File: src/rtl/adder_stim_sequencer.sv
// rtl/adder_stim_sequencer.sv - LFSR-driven stimulus sequencer and checker for the lab 4 adder top level
//
// Drives the SW / LoadA / LoadB / Run button interface of the adder, waits
// for the result, compares {CO,Sum} against an internal 17-bit A+B and keeps
// vector / error counts plus the operands of the first failing vector.
//
// Ports:
//   Clk       in   system clock
//   Reset     in   asynchronous active-low reset
//   Start     in   begins a run when sampled high in IDLE
//   Sum, CO   in   adder result and carry out
//   SW        out  operand presented to the adder
//   LoadA     out  active-low load strobe for register A (idle 1)
//   LoadB     out  active-low load strobe for register B (idle 1)
//   Run       out  active-low compute strobe (idle 1)
//   Busy      out  high while a run is in progress
//   Done      out  sticky completion flag, cleared by the next accepted Start
//   VecCount  out  vectors checked in the current/last run
//   ErrCount  out  mismatches, saturating at 255
//   FailA/B   out  operands of the first failing vector, 0 if none

module adder_stim_sequencer #(
  parameter int          NUM_VEC   = 16,
  parameter int          PULSE_LEN = 2,
  parameter int          WAIT_CYC  = 20,
  parameter logic [15:0] SEED      = 16'hACE1
) (
  input  logic        Clk,
  input  logic        Reset,
  input  logic        Start,
  input  logic [15:0] Sum,
  input  logic        CO,
  output logic [15:0] SW,
  output logic        LoadA,
  output logic        LoadB,
  output logic        Run,
  output logic        Busy,
  output logic        Done,
  output logic [7:0]  VecCount,
  output logic [7:0]  ErrCount,
  output logic [15:0] FailA,
  output logic [15:0] FailB
);

  localparam logic [3:0] S_IDLE  = 4'd0;
  localparam logic [3:0] S_LDA   = 4'd1;
  localparam logic [3:0] S_GAPA  = 4'd2;
  localparam logic [3:0] S_LDB   = 4'd3;
  localparam logic [3:0] S_GAPB  = 4'd4;
  localparam logic [3:0] S_RUN   = 4'd5;
  localparam logic [3:0] S_WAIT  = 4'd6;
  localparam logic [3:0] S_CHECK = 4'd7;
  localparam logic [3:0] S_DONE  = 4'd8;

  // An all-zero seed would lock the LFSR up.
  localparam logic [15:0] SEED_EFF = (SEED == 16'h0000) ? 16'h0001 : SEED;
  localparam logic [15:0] PL_LAST  = 16'(PULSE_LEN - 1);
  localparam logic [15:0] WC_LAST  = 16'(WAIT_CYC - 1);
  localparam logic [7:0]  VEC_LAST = 8'(NUM_VEC);

  logic [3:0]  state;
  logic [15:0] cnt;
  logic [15:0] lfsr;
  logic [15:0] op_a;
  logic [15:0] op_b;

  logic [15:0] lfsr_next;
  logic [16:0] expected;
  logic        mismatch;
  logic [7:0]  vec_next;

  // Fibonacci LFSR, taps 16,14,13,11, shifting toward bit 0.
  assign lfsr_next = {lfsr[0] ^ lfsr[2] ^ lfsr[3] ^ lfsr[5], lfsr[15:1]};
  assign expected  = {1'b0, op_a} + {1'b0, op_b};
  assign mismatch  = ({CO, Sum} != expected);
  assign vec_next  = VecCount + 8'd1;

  // Outputs are updated on the edge that enters each state, so a strobe and
  // the SW value it qualifies always change together and stay registered.
  always_ff @(posedge Clk or negedge Reset) begin
    if (!Reset) begin
      state    <= S_IDLE;
      cnt      <= '0;
      lfsr     <= SEED_EFF;
      op_a     <= '0;
      op_b     <= '0;
      SW       <= '0;
      LoadA    <= 1'b1;
      LoadB    <= 1'b1;
      Run      <= 1'b1;
      Busy     <= 1'b0;
      Done     <= 1'b0;
      VecCount <= '0;
      ErrCount <= '0;
      FailA    <= '0;
      FailB    <= '0;
    end else begin
      case (state)
        S_IDLE: begin
          if (Start) begin
            VecCount <= '0;
            ErrCount <= '0;
            FailA    <= '0;
            FailB    <= '0;
            Done     <= 1'b0;
            Busy     <= 1'b1;
            op_a     <= lfsr;
            SW       <= lfsr;
            lfsr     <= lfsr_next;
            LoadA    <= 1'b0;
            cnt      <= '0;
            state    <= S_LDA;
          end
        end

        S_LDA: begin
          // B is drawn once, on the first cycle of the A pulse, so it is
          // ready well before it has to appear on SW.
          if (cnt == 16'd0) begin
            op_b <= lfsr;
            lfsr <= lfsr_next;
          end
          if (cnt == PL_LAST) begin
            LoadA <= 1'b1;
            cnt   <= '0;
            state <= S_GAPA;
          end else begin
            cnt <= cnt + 16'd1;
          end
        end

        S_GAPA: begin
          SW    <= op_b;
          LoadB <= 1'b0;
          cnt   <= '0;
          state <= S_LDB;
        end

        S_LDB: begin
          if (cnt == PL_LAST) begin
            LoadB <= 1'b1;
            cnt   <= '0;
            state <= S_GAPB;
          end else begin
            cnt <= cnt + 16'd1;
          end
        end

        S_GAPB: begin
          Run   <= 1'b0;
          cnt   <= '0;
          state <= S_RUN;
        end

        S_RUN: begin
          if (cnt == PL_LAST) begin
            Run   <= 1'b1;
            cnt   <= '0;
            state <= S_WAIT;
          end else begin
            cnt <= cnt + 16'd1;
          end
        end

        S_WAIT: begin
          if (cnt == WC_LAST) begin
            cnt   <= '0;
            state <= S_CHECK;
          end else begin
            cnt <= cnt + 16'd1;
          end
        end

        S_CHECK: begin
          if (mismatch) begin
            if (ErrCount != 8'hFF) begin
              ErrCount <= ErrCount + 8'd1;
            end
            // Counts are cleared at Start, so zero means no earlier failure.
            if (ErrCount == 8'd0) begin
              FailA <= op_a;
              FailB <= op_b;
            end
          end
          VecCount <= vec_next;
          cnt      <= '0;
          if (vec_next == VEC_LAST) begin
            Busy  <= 1'b0;
            Done  <= 1'b1;
            state <= S_DONE;
          end else begin
            op_a  <= lfsr;
            SW    <= lfsr;
            lfsr  <= lfsr_next;
            LoadA <= 1'b0;
            state <= S_LDA;
          end
        end

        S_DONE: begin
          state <= S_IDLE;
        end

        default: begin
          state <= S_IDLE;
        end
      endcase
    end
  end

endmodule

File: config.mk
export PLATFORM = sky130hd
export DESIGN_NAME = adder_stim_sequencer
export DESIGN_NICKNAME = d
export VERILOG_FILES = /design/src/rtl/adder_stim_sequencer.sv
export SDC_FILE = /design/constraint.sdc
export NUM_CORES = 1
export LEC_CHECK = 0
export ABC_CLOCK_PERIOD_IN_PS = 5700
export BUFFER_PORTS_ARGS = -buffer_cell sky130_fd_sc_hd__buf_2
export CAP_MARGIN = 40
export CORE_MARGIN = 5
export CORE_UTILIZATION = 59
export DETAILED_ROUTE_END_ITERATION = 16
export GPL_TIMING_DRIVEN = 0
export PLACE_DENSITY = 0.83
export SETUP_SLACK_MARGIN = 0.15
export SYNTH_ARGS = -nofsm -noshare
export SYNTH_HDL_FRONTEND = slang
export SYNTH_SLANG_ARGS = --single-unit
File: constraint.sdc
create_clock -name Clk -period 5.7 [get_ports Clk]
set_input_delay 0.285 -clock Clk [delete_from_list [all_inputs] [get_ports Clk]]
set_output_delay 0.285 -clock Clk [all_outputs]
set_load 0.03 [all_outputs]
; Word level (Yosys, flattened, before mapping)
; Cells that the tools add are included.
[word_totals]
ff_bits = 137
wordCells = 110
[classes]
n_reduce_logical = 24
bitwise = 3
n_eq_ne = 23
n_mux = 41
n_addsub = 4
[op_table]
columns = operator, n
row1 = $mux 16, 12
row2 = $pmux 16 s2, 3
row3 = $pmux 16 s3, 2
row4 = $pmux 16 s4, 1
row5 = $pmux 4 s8, 1
row6 = $pmux 8 s2, 2
row7 = $mux 4, 6
row8 = $mux 8, 3
row9 = $ne 2x2->1 const B, 11
row10 = $add 16x16->17, 1
row11 = $ne 17x17->1, 1
row12 = $add 16x1->16 const B, 1
row13 = $add 8x1->8 const B, 2
row14 = $eq 16x1->1 const B, 1
row15 = $eq 16x5->1 const B, 1
row16 = $eq 4x3->1 const B, 4
row17 = $logic_not 16->1, 1
row18 = $reduce_and 4->1, 4
row19 = $reduce_and 2->1, 5
row20 = $reduce_and 3->1, 3
row21 = $eq 4x2->1 const B, 2
row22 = $eq 8x5->1 const B, 1
row23 = $logic_not 8->1, 1
row24 = $ne 8x8->1 const B, 1
row25 = 11 further kinds, 25

; Depth between registers and ports, before layout
; Gate-level depths: netlist (run 1).
[logic_depth]
word_depth = 5
mapped_depth = 12
ltp_nobuf = 11

; Least setup slack after synthesis (run 1)
; OpenSTA, ideal clock, no wires.
[synth_path]
kind = register to register
start = reg op_b[0]
end = reg FailA[0]
arrival_ns = 3.029
path_buffers = 1
path_stages_with_launch = 13
setup_slack_ns = 2.547
period_less_slack_ns = 3.153
cell_sequence = dfrtp_1 ha_1 fa_1 a21o_1 o2bb2ai_1 o21a_1 o21ai_0 nand3_1 or4_1 a2111oi_4 nor3_4 buf_6 mux2i_1
[synth_between]
elab_chain_len = 4
[synth_lines]
columns = item, line_no
row1 = "start, declared", 65  ; logic [15:0] op_b;
row2 = "start signal, assigned", 120  ; op_b <= lfsr;
row3 = $add 16x16->17, 74  ; assign expected = {1'b0, op_a} + {1'b0, op_b};
row4 = $ne 17x17->1, 75  ; assign mismatch = ({CO, Sum} != expected);
row5 = $ne 2x2->1 (no line), --
row6 = $reduce_and 4->1 (no line), --
row7 = "end signal, assigned", 181  ; FailA <= op_a;
row8 = "end, declared", 41  ; output logic [15:0] FailA,
; Every way passes these cells.
; A chain may end at the register's enable or synchronous reset.

; Final worst setup path (run 1)
[layout_path]
start = reg op_b[0]
end = reg ErrCount[4]
[layout_between]
elab_chain_len = 4
[layout_lines]
columns = item, line_no
row1 = $add 16x16->17, 74
row2 = $ne 17x17->1, 75
row3 = $ne 2x2->1 (no line), --
row4 = $reduce_and 4->1 (no line), --
row5 = "end signal, assigned", 177  ; ErrCount <= ErrCount + 8'd1;
row6 = "end, declared", 40  ; output logic [7:0] ErrCount,
; Every way passes these cells.

==> impl_metrics.toml, run 1 <==
[synth]
synth-compound-area-share_pct = 9.794
synth_cell_types = 54
yosys_register_bits = 137
synth_ff_type = "dfrtp_1"
synth_edf_count = 0
synth_xor_area_share_pct = 4.880
yosys_warnings = 0
synth_cells = 701
synth_seq_area_share_pct = 47.94
avgSynthCellArea_sq_um = 10.24
syn-num-nets = 745
yosys.area_share.simple_pct = 14.10
synth.mux.area_fraction_pct = 14.80
synth_top_family_by_area = "multiplexers"
synthArstFlopShare_pct = 100.0
synth_area_sq_um = 7179
synthAdderAreaFrac_pct = 4.287

[clocking]
postCtsSetupBuffers = 0
cts.clk_slew.worst_paths_ns = 0.06
clkLatencyLatePin_ns = 0.42
ctsRootBufferMaster = "clkbuf_16"
cts_tree = "done"
cts_buffers = 17
h-tree-depth = 4
cts_sinks = 137
cts_buffer_depth = 2

[floorplan]
initial_core_util_pct = 60.02
die_h_microns = 120.3
die-area_sq_um = 14470
core_area_sq_um = 11960
rows = 40
die_width_microns = 120.3
io_pins = 89

[global_route]
grt.total_usage_pct = 25.75
grt_max_degree = 71
overflow = 0
antenna_found_initial = 0
grt_pass1_vias = 5858
grt_pass1_wl_microns = 29660

[drt]
drt_iter0_drc = 439
drcViolationCount = 0
vias = 5763
dr.pass1.iters = 6
wl_per_cell_microns = 18.64
antenna_left = 0
wirelength_microns = 18090
avgViaCountPerCell = 5.941

[run]
maxCapViolCount = 0

[final_layout]
regArea_sq_um = 3442
area.growth.synth_to_final_pct = 17.38
multi_input_area_sq_um = 3436
final_layout_size_suffix_gt1_share_pct = 23.57
insertedDiodeCount = 0
nNetsFinal = 854
num-fill-cells = 861

[sta]
fin_crit_sh_pct = 63.94
max_freq_mhz = 274.4
grt_setup_unrepaired = "false"
worst_slack_ns = 2.055
slew_violations = 0
tns_ns = 0
hold_viol_final = 0
fin_skew_ns = 0.008007
post-route-min-period_ns = 3.645
tightest_slew_ns = 0.7914
relSlewSlack_pct = 47.24
setup-violations-final = 0

[critical_path]
slowest_stage = "or4_1"
path_cells = "ha_1, fa_1, a21o_1, o2bb2ai_1, o21a_1, o21ai_0, nand3_1, or4_1, a2111oi_4, buf_4, or4_1, a21oi_1"
crit_family = "compound AO/OA/AOI/OAI gates"
crit_path_end_kind = "flip-flop"
cpMostUsedCell = "or4_1"
crit_fanout = 10
cpPeakStageDelay_ns = 0.58
crit_path_start_kind = "flip-flop"
crit_required_ns = 5.96
crit_buf_inv = 1
critPathKind = "reg -> reg"
crit_arrival_ns = 3.91

[power_and_ir_drop]
peakVddDrop_mv = 0.1481
leakage_nw = 3.889
power_density_nw_per_um2 = 250.0

[hold_path]
min_path_type = "in -> reg"

[placement]
hpwl_microns = 12080
pre_cts_ws_ns = 2.123
io_buffer_count = 88
gp_congestion = 0.9222

[run_status]
status = "finished, final reports clean"
-- sequential cells by signal, summed over array words and instances (netlist names), 8 cells and up --
register,count
cnt,16
lfsr,16
op_b,16
ErrCount,8
FailA,16
FailB,16
op_a,16
VecCount,8
SW,16
-- placed cells by master, fill, tap and decap left out, types with 6 or more instances in the layout --
cell       netlist  routed
a21oi_1         24      24
and3_1          10      10
buf_2            7      94
clkbuf_1        19      20
clkbuf_16        0      17
dfrtp_1        126     126
dfstp_2         11      11
ha_1            23      23
inv_1           41      41
mux2_2          47      47
mux2i_1         51      51
nand2_1         91      91
nand2b_1         6       6
nand3_1         20      20
nand4_1          7       7
nor2_1          48      48
nor2b_1          7       7
nor3_1           8       8
o21ai_0         42      42
o31ai_1          7       7
xnor2_1         24      24
xor2_1          16      16
-- worst min-delay path, stage by stage --
cell and delay, ns:
buf_2 0.10, nand3_1 0.10, nand2_1 0.09, o22ai_1 0.06
-- logic make-up after synthesis --
kind of cell	count (synthesis)
AOI/OAI and AO/OA	111
xor gates and xnor gates	40
adders and majority gates	24
buffers and inverters	71
DFF	137
muxes	99
and+or+nand+nor	219
-- worst paths after layout --
| path | from | end | slack [ns] | depth (start not counted) |
|---|---|---|---|---|
| setup / recovery | op_b[0] | ErrCount[4] | 2.06 | 12 |
| hold / removal | Start | ErrCount[2] | 0.27 | 4 |
| setup reg to reg | op_b[0] | ErrCount[4] | 2.06 | 12 |
| hold reg to reg | Done | Done | 0.51 | 2 |
| max in group asynchronous | Reset | lfsr[7] | 4.46 | 3 |
| min in group asynchronous | Reset | cnt[14] | 0.44 | 2 |
-- per-stage QoR --
step | total power [W] | area [sq um] | hold slack [ns] | utilization (%) | instances
2_1_floorplan | 0.001003 | 7179 | -0.01059 | - | 701
3_3_place_gp | 0.001032 | 7804 | 0.4853 | 65.24 | 936
3_5_place_dp | 0.001036 | 7838 | 0.3379 | 65.52 | 937
4_1_cts | 0.002108 | 8427 | 0.2655 | 70.45 | 970
5_1_grt | 0.002159 | 8427 | 0.3362 | 70.45 | 970
6_report | 0.002106 | 8427 | 0.2698 | 70.45 | 970
-- layer usage --
metal	track usage [%]	share of wire (%)	vias to the layer above
li1	-	-	2657
met1	33.83	42	2851
met2	42.04	49	212
met3	4.677	6.0	43
met4	11.33	2.9	0
met5	0	0	-
-- report_power, final --
group	internal, W	switching (W)
Clock	0.000646	0.000441
Sequential	0.000973	0.000000000106
Combinational	0.0000147	0.0000319
Total	0.00163	0.000473
-- synth_stat cells, types with 4 or more instances --
cell type / number / area, sq um
inv_1: 41 / 153.9
xnor2_1: 24 / 210.2
nor3_1: 8 / 40.04
xor2_1: 16 / 140.1
nand4_1: 7 / 43.79
buf_2: 7 / 35.03
clkbuf_1: 19 / 71.32
nor2b_1: 7 / 43.79
ha_1: 23 / 287.8
a21o_1: 4 / 30.03
nor4_1: 4 / 25.02
o41ai_1: 4 / 35.03
o31ai_1: 7 / 52.55
o21ai_0: 42 / 210.2
or4_1: 4 / 30.03
nand2_1: 91 / 341.6
o21ai_1: 5 / 25.02
nor2_1: 48 / 180.2
nand2b_1: 6 / 37.54
mux2i_1: 51 / 510.5
nand3_1: 20 / 100.1
mux2_2: 47 / 529.3
dfstp_2: 11 / 289.0
a21oi_1: 24 / 120.1
and2_1: 4 / 25.02
and3_1: 10 / 62.56
dfrtp_1: 126 / 3153
-- final cells by class --
cell class / count / area share (%)
plain buffers: 30 / 1.752
clock buffers: 18 / 5.093
clock inverters: 14 / 1.782
inverters: 41 / 1.826
multi-input cells: 493 / 40.77
flip-flops and latches: 137 / 40.85
well taps: 147 / 2.183
repair buffers: 90 / 5.746
-- what timing repair did --
action                                 CTS  global route
resized for setup                        0             0
endpoints found under the hold margin   63             0
hold buffers                             1             0
Power figures use the tool's default switching activity.
==> run 2, diff against run 1 <==
--- a/config.mk
+++ b/config.mk
@@ -5,14 +5,14 @@
 export SDC_FILE = /design/constraint.sdc
 export NUM_CORES = 1
 export LEC_CHECK = 0
-export ABC_CLOCK_PERIOD_IN_PS = 5700
+export ABC_CLOCK_PERIOD_IN_PS = 3400
 export BUFFER_PORTS_ARGS = -buffer_cell sky130_fd_sc_hd__buf_2
 export CAP_MARGIN = 40
 export CORE_MARGIN = 5
-export CORE_UTILIZATION = 59
+export CORE_UTILIZATION = 58
 export DETAILED_ROUTE_END_ITERATION = 16
 export GPL_TIMING_DRIVEN = 0
-export PLACE_DENSITY = 0.83
+export PLACE_DENSITY = 0.82
 export SETUP_SLACK_MARGIN = 0.15
 export SYNTH_ARGS = -nofsm -noshare
 export SYNTH_HDL_FRONTEND = slang
==> constraint.sdc (replaced) <==
create_clock -name Clk -period 3.4 [get_ports Clk]
set_input_delay 0.17 -clock Clk [delete_from_list [all_inputs] [get_ports Clk]]
set_output_delay 0.17 -clock Clk [all_outputs]
set_load 0.03 [all_outputs]
==> run 2 against run 1 <==
Compared with the run above:
- sequential power rose by 68%
- clock power rose by 66%
- register-to-register slack got worse by 2.0 ns
- non-clock buffer count rose by 16
- first-iteration DRC count rose by 45%
- setup slack got worse by 2.0 ns
- via count rose by 2.1%
- highest routed layer unchanged
- combinational power rose by 68%
- total power rose by 67%
- routed wire length rose by 4.7%
==> impl_metrics.toml, run 2 (same netlist as run 1, synthesis figures left out) <==
[clocking]
ctsRootBufferMaster = "clkbuf_16"
cts.clk_slew.worst_paths_ns = 0.06
h-tree-depth = 4
cts_tree = "done"
cts_buffers = 17
cts_buffer_depth = 2
clkLatencyLatePin_ns = 0.43
cts_sinks = 137

[placement]
io_buffer_count = 88
hpwl_microns = 12080
gp_congestion = 0.9435
dpl-instance-area_sq_um = 7864

[global_route]
grt.total_usage_pct = 25.65
antenna_found_initial = 0
grt_pass1_wl_microns = 29340
grt_pass1_vias = 5809
overflow = 0
grt_max_degree = 95

[final_layout]
num-fill-cells = 816
mostFrequentLayoutCells = "dfrtp_1 (126), buf_2 (95), nand2_1 (91)"
final_layout_size_suffix_gt1_share_pct = 28.16
area.growth.synth_to_final_pct = 22.27
insertedDiodeCount = 0
design_area_sq_um = 8778
fin_util_pct = 72.78
final_common_cell = "dfrtp_1"
nNetsFinal = 870

[floorplan]
rows = 40
core_area_sq_um = 12060
die-area_sq_um = 14700
die_h_microns = 121.3
io_pins = 89
initial_core_util_pct = 59.52
die_width_microns = 121.3

[sta]
tightest_slew_ns = 1.049
relSlewSlack_pct = 29.55
grt_setup_unrepaired = "true"
slew_violations = 0
tns_ns = 0
fin_skew_ns = 0.01079
hold_viol_final = 0
max_freq_mhz = 294.9
post-route-min-period_ns = 3.391
hold_slack_ns = 0.1695
fin_crit_sh_pct = 99.74
setup-violations-final = 0

[drt]
drcViolationCount = 0
dr.pass1.iters = 7
antenna_left = 0
drt_iter0_drc = 638
wirelength_microns = 18930
wl_per_cell_microns = 18.82
vias = 5884
avgViaCountPerCell = 5.849

[critical_path]
regToRegStartpoint = "op_b[0]"
r2r_cells = 14
crit_arrival_ns = 3.73
path_cells = "ha_2, fa_2, a21o_1, o2bb2ai_2, o21a_2, o41ai_4, o21ai_2, mux2i_2, a2111oi_4, buf_4, nor3_4, buf_6, buf_4, mux2i_2"
crit_required_ns = 3.74
reg2reg_slack_ns = 0.009
crit_fanout = 5
critPathKind = "reg -> reg"
worst_r2r_endpoint = "FailA[15]"
crit_path_end_kind = "flip-flop"
crit_path_start_kind = "flip-flop"
slowest_stage = "dfrtp_1"
cpPeakStageDelay_ns = 0.40
startpoint = "op_b[0]"

[power_and_ir_drop]
seqPwrFrac_pct = 46.4
p_sw_share_pct = 20.94
power.switching_w = 0.0007371
combPwrFrac_pct = 2.2
power_density_nw_per_um2 = 401.1
peakVddDrop_mv = 0.2997
leakage_nw = 4.037
internal-power_w = 0.002784
clock_power_share_pct = 51.4

[hold_path]
min_path_type = "in -> reg"
min_from = "Start"
hold_end = "ErrCount[2]"
hold_depth = 4

[run_status]
status = "finished, final reports clean"

[run]
maxCapViolCount = 0
==> run 2: changes by cell type in the layout (fill, tap and decap cells not counted), sizes merged <==
cell / change
clkinvlp: -1
clkbuf: +6
buf: +15
clkinv: -3
inv: -2
==> run 2: timing repair <==
| item | 4_1_cts | 5_1_grt |
|---|---|---|
| buffers inserted | 10 | 3 |
| gates cloned | 2 | 1 |
| pin swaps | 2 | 4 |
| resized for setup | 19 | 23 |
| setup endpoints to repair | 40 | 59 |
| hold buffers | 1 | 0 |
| endpoints found under the hold margin | 43 | 0 |
==> run 2: worst max-delay path: cells and delay by family, from the launching register on <==
kind	cells	cell delay, ns
adder cells (fa/ha/maj)	2	0.56
AND/OR/NAND/NOR	1	0.06
buffers and inverters	3	0.50
multiplexers	2	0.38
flip-flops	1	0.40
AO/OA/AOI/OAI	6	1.37
==> run 2: worst max path at each step <==
stage / to
after detailed placement: FailB[6]
after global placement: FailB[1]
after CTS: FailA[2]
after floorplan: FailA[0]
after global routing: FailB[12]
final: FailA[15]
==> run 2: power by group through the flow <==
stage	clock [W]	sequential (W)	combinational [W]
floorplan	0	0.00166	0.0000204
global placement	0	0.00166	0.0000699
detailed placement	0	0.00166	0.0000772
CTS	0.00181	0.00163	0.0000796
global route	0.00190	0.00163	0.0000882
finish	0.00181	0.00163	0.0000784
==> run 2: per-stage QoR <==
step / std cells / setup slack, ns / total power [W]
after CTS: 1002 / 0.1010 / 0.003526
after global placement: 957 / -0.08679 / 0.001730
final: 1006 / 0.008745 / 0.003521
after floorplan: 701 / 0.2469 / 0.001681
after global routing: 1006 / -0.06747 / 0.003619
after detailed placement: 958 / -0.1443 / 0.001738
==> run 2: final cells by class <==
cell class / count / area, sq um / area share (%)
Buffer: 30 / 168.9 / 1.924
Clock buffer: 23 / 478.0 / 5.445
Clock inverter: 8 / 95.09 / 1.083
Inverter: 41 / 153.9 / 1.753
Multi-Input combinational cell: 493 / 3583 / 40.82
Sequential cell: 137 / 3442 / 39.21
Tap cell: 168 / 210.2 / 2.395
Timing Repair Buffer: 106 / 646.9 / 7.369
==> run 2: layer usage <==
layer,wire length [microns],global-route usage (%),vias up
met2,9200,40.47,261
li1,-,-,2687
met5,0,0,-
met3,1240,5.967,54
met1,7885,33.96,2882
met4,607,11.41,0
==> run 3, diff against run 2 <==
--- a/config.mk
+++ b/config.mk
@@ -9,10 +9,10 @@
 export BUFFER_PORTS_ARGS = -buffer_cell sky130_fd_sc_hd__buf_2
 export CAP_MARGIN = 40
 export CORE_MARGIN = 5
-export CORE_UTILIZATION = 58
+export CORE_UTILIZATION = 49
 export DETAILED_ROUTE_END_ITERATION = 16
 export GPL_TIMING_DRIVEN = 0
-export PLACE_DENSITY = 0.82
+export PLACE_DENSITY = 0.71
 export SETUP_SLACK_MARGIN = 0.15
 export SYNTH_ARGS = -nofsm -noshare
 export SYNTH_HDL_FRONTEND = slang
==> run 3 against run 2 <==
Compared with the run above:
- maximum frequency rose by 0.36%
- critical path depth did not move
- core utilization fell by 13 points
- sequential share of layout area rose by 0.26 points
- setup slack improved by 0.012 ns
- sequential power barely moved
- register-to-register slack barely moved
==> impl_metrics.toml, run 3 (same netlist as run 1, synthesis figures left out) <==
[critical_path]
cp-endpoint = "FailB[13]"
cpPeakStageDelay_ns = 0.40
crit_path_start_kind = "flip-flop"
worst_r2r_endpoint = "FailB[13]"
slowest_stage = "dfrtp_1"
startpoint = "op_b[0]"
crit_path_end_kind = "flip-flop"
cpMostUsedCell = "mux2i_2"
crit_fanout = 10
crit_arrival_ns = 3.68
crit_required_ns = 3.70
critPathKind = "reg -> reg"
regToRegStartpoint = "op_b[0]"
r2r_cells = 14
reg2reg_slack_ns = 0.02
path_cells = "ha_2, fa_2, a21o_1, o2bb2ai_2, o21a_2, o41ai_4, o21ai_2, mux2i_2, a2111oi_4, buf_4, nor3_4, buf_6, buf_12, mux2i_2"

[power_and_ir_drop]
peakVddDrop_mv = 0.3498
finalPower_w = 0.003644
power_density_nw_per_um2 = 417.9
leakage_nw = 3.989

[sta]
fin_skew_ns = 0.005529
fin_crit_sh_pct = 99.38
worst_slack_ns = 0.02094
slew_violations = 0
grt_setup_unrepaired = "true"
relSlewSlack_pct = 37.87
setup-violations-final = 0
post-route-min-period_ns = 3.379
tns_ns = 0
max_freq_mhz = 295.9
hold_slack_ns = 0.1485
hold_viol_final = 0
tightest_slew_ns = 0.9249

[floorplan]
io_pins = 89
die-area_sq_um = 17170
core_area_sq_um = 14480
die_width_microns = 131.0
die_h_microns = 131.0
rows = 44
initial_core_util_pct = 49.59

[final_layout]
mostFrequentLayoutCells = "dfrtp_1 (126), buf_2 (94), nand2_1 (91), mux2i_1 (48), nor2_1 (48)"
insertedDiodeCount = 0
instances_no_fill = 1017
nNetsFinal = 864
area.growth.synth_to_final_pct = 21.47
final_common_cell = "dfrtp_1"
final_layout_size_suffix_gt1_share_pct = 26.77

[hold_path]
hold_depth = 4
min_path_type = "in -> reg"

[placement]
hpwl_microns = 12120
dp.cells = 974
io_buffer_count = 88
gp_congestion = 0.8941
pre_cts_ws_ns = -0.1534

[drt]
drt_iter0_drc = 413
wirelength_microns = 17290
vias = 5556
wl_per_cell_microns = 17.00
avgViaCountPerCell = 5.463
dr.pass1.iters = 4
antenna_left = 0
drcViolationCount = 0

[global_route]
grt.total_usage_pct = 21.16
overflow = 0
grt_pass1_vias = 5531
antenna_found_initial = 0
grt_max_degree = 77
grt_pass1_wl_microns = 28080

[clocking]
clkLatencyLatePin_ns = 0.42
cts_buffer_depth = 2
cts.clk_slew.worst_paths_ns = 0.06
cts_sinks = 137
ctsRootBufferMaster = "clkbuf_16"
cts_buffers = 17
h-tree-depth = 4
cts_tree = "done"

[run_status]
status = "finished, final reports clean"

[run]
maxCapViolCount = 0
==> run 3: where the power goes <==
| group | switching (W) | internal, W |
|---|---|---|
| Clock | 0.000710 | 0.00123 |
| Combinational | 0.0000522 | 0.0000250 |
| Sequential | 0.000000000170 | 0.00163 |
| Total | 0.000762 | 0.00288 |
==> run 3: worst min-delay path by stage <==
| stage | start | end | slack (ns) |
|---|---|---|---|
| 2_1_floorplan | Reset | Busy | -0.13 |
| 3_3_place_gp | Busy | Busy | 0.48 |
| 3_5_place_dp | Reset | cnt[14] | 0.19 |
| 4_1_cts | Start | ErrCount[2] | 0.12 |
| 5_1_grt | Start | ErrCount[2] | 0.14 |
| 6_report | Start | ErrCount[2] | 0.15 |
==> run 3: repair_timing <==
item	CTS	global route
gates resized for setup	14	18
hold buffers	1	0
setup endpoints to repair	40	58
hold endpoints to repair	57	0
cloned	1	0
pin swaps	4	3
buffers inserted	6	3
==> run 3: layout make-up <==
cell class	instances	area (sq um)
multi-input cells	493	3523
repair buffers	100	570.5
clock buffers	17	425.4
flip-flops and latches	137	3442
inverters	41	153.9
well taps	184	230.2
plain buffers	30	173.9
fillers	1215	5758
clock inverters	15	201.4
==> run 3: through the flow <==
step                util [%]  cell area [sq um]
floorplan                  -               7179
global placement       54.22               7850
detailed placement     54.45               7884
CTS                    59.57               8625
global route           60.23               8721
finish                 60.23               8721
==> run 3: metal layers <==
layer	vias up	share of wire [%]	global-route usage, %
met1	2753	45	28.27
met5	-	0	0
met3	19	4.2	4.350
met4	0	1.5	7.139
met2	116	49	34.56
li1	2668	-	-
==> run 3: critical path: cells and delay by family (launching register included) <==
family,cells,cell delay [ns]
and+or+nand+nor,1,0.04
buffers and inverters,3,0.53
muxes,2,0.33
DFF,1,0.40
AOI/OAI and AO/OA,6,1.42
adders and majority gates,2,0.53
